## config.mk

```make
export PLATFORM = sky130hd
export DESIGN_NAME = bcd_count_src
export DESIGN_NICKNAME = d
export VERILOG_FILES = /design/src/rtl/bcd_count_src.sv
export SDC_FILE = /design/constraint.sdc
export NUM_CORES = 1
export LEC_CHECK = 0
export CORE_ASPECT_RATIO = 0.6
export CORE_MARGIN = 2
export CORE_UTILIZATION = 50
export DETAILED_ROUTE_END_ITERATION = 8
export GPL_TIMING_DRIVEN = 0
export PLACE_DENSITY_LB_ADDON = 0.1
export SKIP_LAST_GASP = 1
export SLEW_MARGIN = 40
export SYNTH_ARGS = -nofsm -noshare
export SYNTH_HDL_FRONTEND = slang
export SYNTH_SLANG_ARGS = --single-unit
```

## constraint.sdc

```tcl
create_clock -name clk -period 2.6 [get_ports clk]
set_input_delay 0.39 -clock clk [delete_from_list [all_inputs] [get_ports clk]]
set_output_delay 0.39 -clock clk [all_outputs]
set_load 0.02 [all_outputs]
```

## src/rtl/bcd_count_src.sv

```systemverilog
// bcd_count_src
//   Two-digit BCD value source for the seven-segment display path.
//   A prescaler divides clk down to a step tick. On each step the digit pair
//   counts 00..99 up or down and wraps at either end. The block also supports
//   a parallel load (saturating each nibble to 9) and a hold control.
//
// Ports
//   clk       in   1  system clock, rising edge
//   rst       in   1  synchronous active-high reset
//   en        in   1  1 = prescaler runs and counting allowed, 0 = hold
//   up_dn     in   1  1 = count up, 0 = count down (used on step cycles only)
//   load      in   1  one-cycle request to load load_val
//   load_val  in   8  {tens, ones} BCD value to load
//   tens      out  4  BCD tens digit 0..9
//   ones      out  4  BCD ones digit 0..9
//   tick      out  1  one-cycle pulse coincident with freshly stepped digits
//   wrap      out  1  one-cycle pulse with tick when the step wrapped 99<->00
module bcd_count_src #(
  parameter int TICK_DIV = 1000000,
  parameter int PRE_W    = 20
) (
  input  logic       clk,
  input  logic       rst,
  input  logic       en,
  input  logic       up_dn,
  input  logic       load,
  input  logic [7:0] load_val,
  output logic [3:0] tens,
  output logic [3:0] ones,
  output logic       tick,
  output logic       wrap
);

  localparam logic [PRE_W-1:0] LP_LAST = PRE_W'(TICK_DIV - 1);

  logic [PRE_W-1:0] r_pre;
  logic [3:0]       r_tens;
  logic [3:0]       r_ones;
  logic             r_tick;
  logic             r_wrap;

  logic             w_step;
  logic [3:0]       w_tens_nx;
  logic [3:0]       w_ones_nx;
  logic             w_wrap_nx;

  // Clamp a loaded nibble into the BCD range so no illegal digit can enter.
  function automatic logic [3:0] sat_bcd(input logic [3:0] n);
    return (n > 4'd9) ? 4'd9 : n;
  endfunction

  assign w_step = en & (r_pre == LP_LAST);

  // Next digit pair for a step in the requested direction.
  always_comb begin
    w_tens_nx = r_tens;
    w_ones_nx = r_ones;
    w_wrap_nx = 1'b0;
    if (up_dn) begin
      if (r_ones != 4'd9) begin
        w_ones_nx = r_ones + 4'd1;
      end else begin
        w_ones_nx = 4'd0;
        if (r_tens != 4'd9) begin
          w_tens_nx = r_tens + 4'd1;
        end else begin
          w_tens_nx = 4'd0;
          w_wrap_nx = 1'b1;
        end
      end
    end else begin
      if (r_ones != 4'd0) begin
        w_ones_nx = r_ones - 4'd1;
      end else begin
        w_ones_nx = 4'd9;
        if (r_tens != 4'd0) begin
          w_tens_nx = r_tens - 4'd1;
        end else begin
          w_tens_nx = 4'd9;
          w_wrap_nx = 1'b1;
        end
      end
    end
  end

  // Priority: reset, then load, then step; otherwise the prescaler advances
  // only while enabled and holds its value when disabled.
  always_ff @(posedge clk) begin
    if (rst) begin
      r_pre  <= '0;
      r_tens <= 4'd0;
      r_ones <= 4'd0;
      r_tick <= 1'b0;
      r_wrap <= 1'b0;
    end else if (load) begin
      r_pre  <= '0;
      r_tens <= sat_bcd(load_val[7:4]);
      r_ones <= sat_bcd(load_val[3:0]);
      r_tick <= 1'b0;
      r_wrap <= 1'b0;
    end else if (w_step) begin
      r_pre  <= '0;
      r_tens <= w_tens_nx;
      r_ones <= w_ones_nx;
      r_tick <= 1'b1;
      r_wrap <= w_wrap_nx;
    end else begin
      r_tick <= 1'b0;
      r_wrap <= 1'b0;
      if (en) begin
        r_pre <= r_pre + PRE_W'(1);
      end
    end
  end

  assign tens = r_tens;
  assign ones = r_ones;
  assign tick = r_tick;
  assign wrap = r_wrap;

endmodule

```

; Word-level counts from Yosys, hierarchy flattened
; Cells that the tools add are included.
[classes]
add_sub_neg = 5
mux = 20
eq_ne = 5
magnitude_cmp = 2
n_reduce_logical = 7
bitwise = 2
[ops]
columns = op, count
row1 = $mux W4, 14
row2 = $add A20 B1 Y20 const B, 1
row3 = $eq A20 B20 Y1 const B, 1
row4 = $add A4 B1 Y4 const B, 2
row5 = $gt A4 B4 Y1 const B, 2
row6 = $ne A4 B4 Y1 const B, 2
row7 = $reduce_bool A4 Y1, 2
row8 = $sub A4 B1 Y4 const B, 2
row9 = $mux W1, 6
row10 = $ne A3 B3 Y1 const B, 2
row11 = $reduce_or A3 Y1, 2
row12 = $reduce_and A3 Y1, 1
row13 = $reduce_bool A2 Y1, 1
row14 = $reduce_or A2 Y1, 1
row15 = $and A1 B1 Y1, 1
row16 = $not A1 Y1, 1
[totals]
reg_bits = 30

; Logic depth before layout (Yosys ltp)
[logic_depth]
depth_word = 6
depth_mapped = 7
ltp_nobuf = 6

; Worst setup path before layout
; Ideal clock, no wire load.
[synth_path]
kind = register -> register
startpoint = register r_ones[3], in the netlist ones[3]
endpoint = register r_tens[1], in the netlist tens[1]
setup_slack_ns = 0.543
arrival_time_ns = 1.923
t_required_ns = 2.466
period_less_slack_ns = 2.057
n_path_buf = 1
stages_incl_launch_ff = 7
path_cell_list = dfxtp_1 clkbuf_1 and3_1 nor2_1 or4_4 a2111oi_2 a2111oi_2
[synth_via]
elab_chain_cells = 3
word_cells_on_any_way = 5
[synth_lines]
columns = element, line_no
row1 = from (decl), 38  ; logic [3:0] r_ones;
row2 = from (signal assigned), 98  ; r_ones <= sat_bcd(load_val[3:0]);
row3 = from (signal assigned), 104  ; r_ones <= w_ones_nx;
row4 = $ne A4 B4 Y1 / $reduce_bool A4 Y1 (equally long branches), "60, 72"
row5 = $ne A3 B3 Y1 (no source line), n/a
row6 = $reduce_and A3 Y1 (no source line) (*), n/a
row7 = to (signal assigned), 97  ; r_tens <= sat_bcd(load_val[7:4]);
row8 = to (signal assigned), 103  ; r_tens <= w_tens_nx;
row9 = to (decl), 37  ; logic [3:0] r_tens;
; Mark *: on every way between the ends. The rest lies on a longest branch, timed or not.
; A chain may end at the register's enable or synchronous reset.

; Worst setup path in the final report
; Same ends and word-level chain as after synthesis.

==> out/results.ini <==
[logic_synthesis]
synth.distinct_cells=45
synth_enable_flop_cells=0
ys_seq_elements=30
yosysWarningCount=0
synth_cells=221
yosysTopAreaCellShare=0.339
syn_area_per_cell_um2=8.03
yosysSeqAreaShare=0.339
syn_nets=235
synth.area.top_cells=dfxtp_1 (34%), nor2_1 (8.0%), xnor2_1 (6.4%), xor2_1 (4.9%), o21ai_0 (3.4%)
synthArstFlopShare=0
yosys_most_used_dff=dfxtp_1
synth_area_um2=1770
synth_top_cell_by_area=dfxtp_1

[sta]
hold_viol=0
worstMarginPinSlew_ns=0.782
tns_ns=0
slew_headroom=0.475
drv_slew=0
fin_worst_skew_ns=0.00873
holdWs_ns=0.455
period_share=0.846
max_freq_mhz=455
setup_violations=0
rsz0062_at_grt=false
min_period_ns=2.20

[run_status]
outcome=complete, no violations

[route]
vias_per_cell=5.48
finalWirelength_mm=3.90
ant_nets=0
drt_first_iter_violations=99
wl_per_cell_um=13.4
drtPass1Iterations=4
vias=1601
drc_errors=0

[critical_path]
slowest_delay_ns=0.58
crit_chain=clkbuf_1, and3_1, nor2_1, or4_4, a2111oi_2, a2111oi_2
crit_type=reg2reg
crit_buf_inv=1
cp_data_required_time_ns=2.75
crit_path_top_delay_cell=or4_4
path_max_fanout=9
cp-start-kind=flip-flop
endpoint_kind=flip-flop
crit_family=simple AND/OR/NAND/NOR gates
timing.critical_path.mode_cell=a2111oi_2
arrival_ns=2.35

[cells_and_area]
fill_cells=308
diodes=0
areaGrowthSynthToFinish_pct=21.4
drive_gt1_frac=0.0931
post-route-util=0.648
final_cell_area_um2=2150
final_nets=260

[global_routing]
grt_pass1_vias=1474
track_usage=0.214
grt_max_degree=11
antenna_found_initial=0
grt_remaining_overflow=0
grt_pass1_wl_mm=6.74

[cts]
cts_buffers=5
cts_resized=0
post_cts_buffers=0
tritoncts=built
h-tree-depth=2
clk_path_buf_depth=2
clock_latency_ns=0.28
clock_sinks=30
holdBufCountCts=0
root_buffer=clkbuf_8
clkTransAtPathRegs_ns=0.07

[run]
maxCapViolations=0

[power]
power_mw=1.20
p_leak_nw=0.723
cellPowerDensity_nw_per_um2=557
ir_worst_vdd_mv=0.376

[die]
die_w_um=80.9
die_height_um=50.1
core_um2=3320
start_util=0.534
die_area_um2=4060
placementRows=16
ios=23

[place]
gp_congestion=0.834
port_buffers=18
placed_area_um2=2010
dp_hpwl_mm=2.83

[min_path]
hold_path.class=in2reg

## report_power, final
part           leakage [nW]  internal [mW]  total [mW]  switching, mW
logic                 0.408         0.0574       0.132         0.0744
registers             0.243          0.468       0.476        0.00761
clock network        0.0714          0.409       0.592          0.183
total                 0.723          0.934        1.20          0.265
## layout make-up
| cell class | count | area (um^2) | area share |
|---|---|---|---|
| sequential | 30 | 601 | 0.279 |
| multi-input combinational | 171 | 1100 | 0.509 |
| clock buffer | 6 | 82.6 | 0.0383 |
| tap | 45 | 56.3 | 0.0261 |
| clock inverter | 2 | 60.1 | 0.0279 |
| buffer | 14 | 55.1 | 0.0256 |
| timing repair buffer | 18 | 180 | 0.0837 |
| inverter | 6 | 22.5 | 0.0105 |
## layer usage
metal	vias up	wire length, um	GRT usage
met5	-	0	0
met3	4	220	0.0540
met2	37	1510	0.300
li1	833	-	-
met1	727	2150	0.330
met4	0	21	0.0424
## cells in the final DEF, fill, tap and decap left out, types with 3 or more instances in the layout
cell type and n:
nor2_1 38, dfxtp_1 30, clkdlybuf4s50_1 18, nand2_1 16
xnor2_1 13, o21ai_0 12, clkbuf_1 11, xor2_1 10
nand3_1 9, nand4_1 8, and3_1 7, inv_1 6
nor3_1 6, clkbuf_8 6, and4_1 4, nand2b_1 4
or2_2 4, a211oi_1 3
## worst paths after layout
kind             start        end  slack (ns)  cells after the start
max            ones[3]    tens[1]        0.40                      6
min               load    ones[3]        0.46                      2
max reg2reg    ones[3]    tens[1]        0.40                      6
min reg2reg  r_pre[19]  r_pre[19]        0.55                      2
## logic make-up after synthesis
group	synth area share
DFF	0.339
and+or+nand+nor	0.348
adders and majority gates	0.00705
buffers and inverters	0.0437
xor gates and xnor gates	0.114
muxes	0.0113
AOI/OAI and AO/OA	0.138
## worst reg2reg max path, cell delays in order (launching register included)
cell	delay [ns]
dfxtp_1	0.34
clkbuf_1	0.33
and3_1	0.26
nor2_1	0.08
or4_4	0.58
a2111oi_2	0.40
a2111oi_2	0.08
## Yosys cell counts (2+ instances only)
master,number
a2111oi_2,2
a211oi_1,3
a21oi_1,2
a221oi_1,2
a22o_1,2
a311oi_1,2
and3_1,7
and4_1,4
buf_2,2
clkbuf_1,11
dfxtp_1,30
inv_1,6
mux2i_1,2
nand2_1,16
nand2b_1,4
nand3_1,9
nand4_1,8
nor2_1,38
nor2b_1,2
nor3_1,6
nor4_1,2
o21ai_0,12
o22ai_1,2
o2bb2ai_1,2
or2_2,4
xnor2_1,13
xor2_1,10
## flip-flops by register name, summed over array words and instances, names as in the netlist
| signal | cells |
|---|---|
| ones | 4 |
| r_pre | 20 |
| tens | 4 |
| tick | 1 |
| wrap | 1 |
## per-stage QoR
stage | cells | setup slack (ns)
floorplan | 221 | 0.543
global placement | 284 | 0.430
detailed placement | 284 | 0.444
CTS | 292 | 0.423
global route | 292 | 0.245
finish | 292 | 0.401
Power figures use the tool's default switching activity.
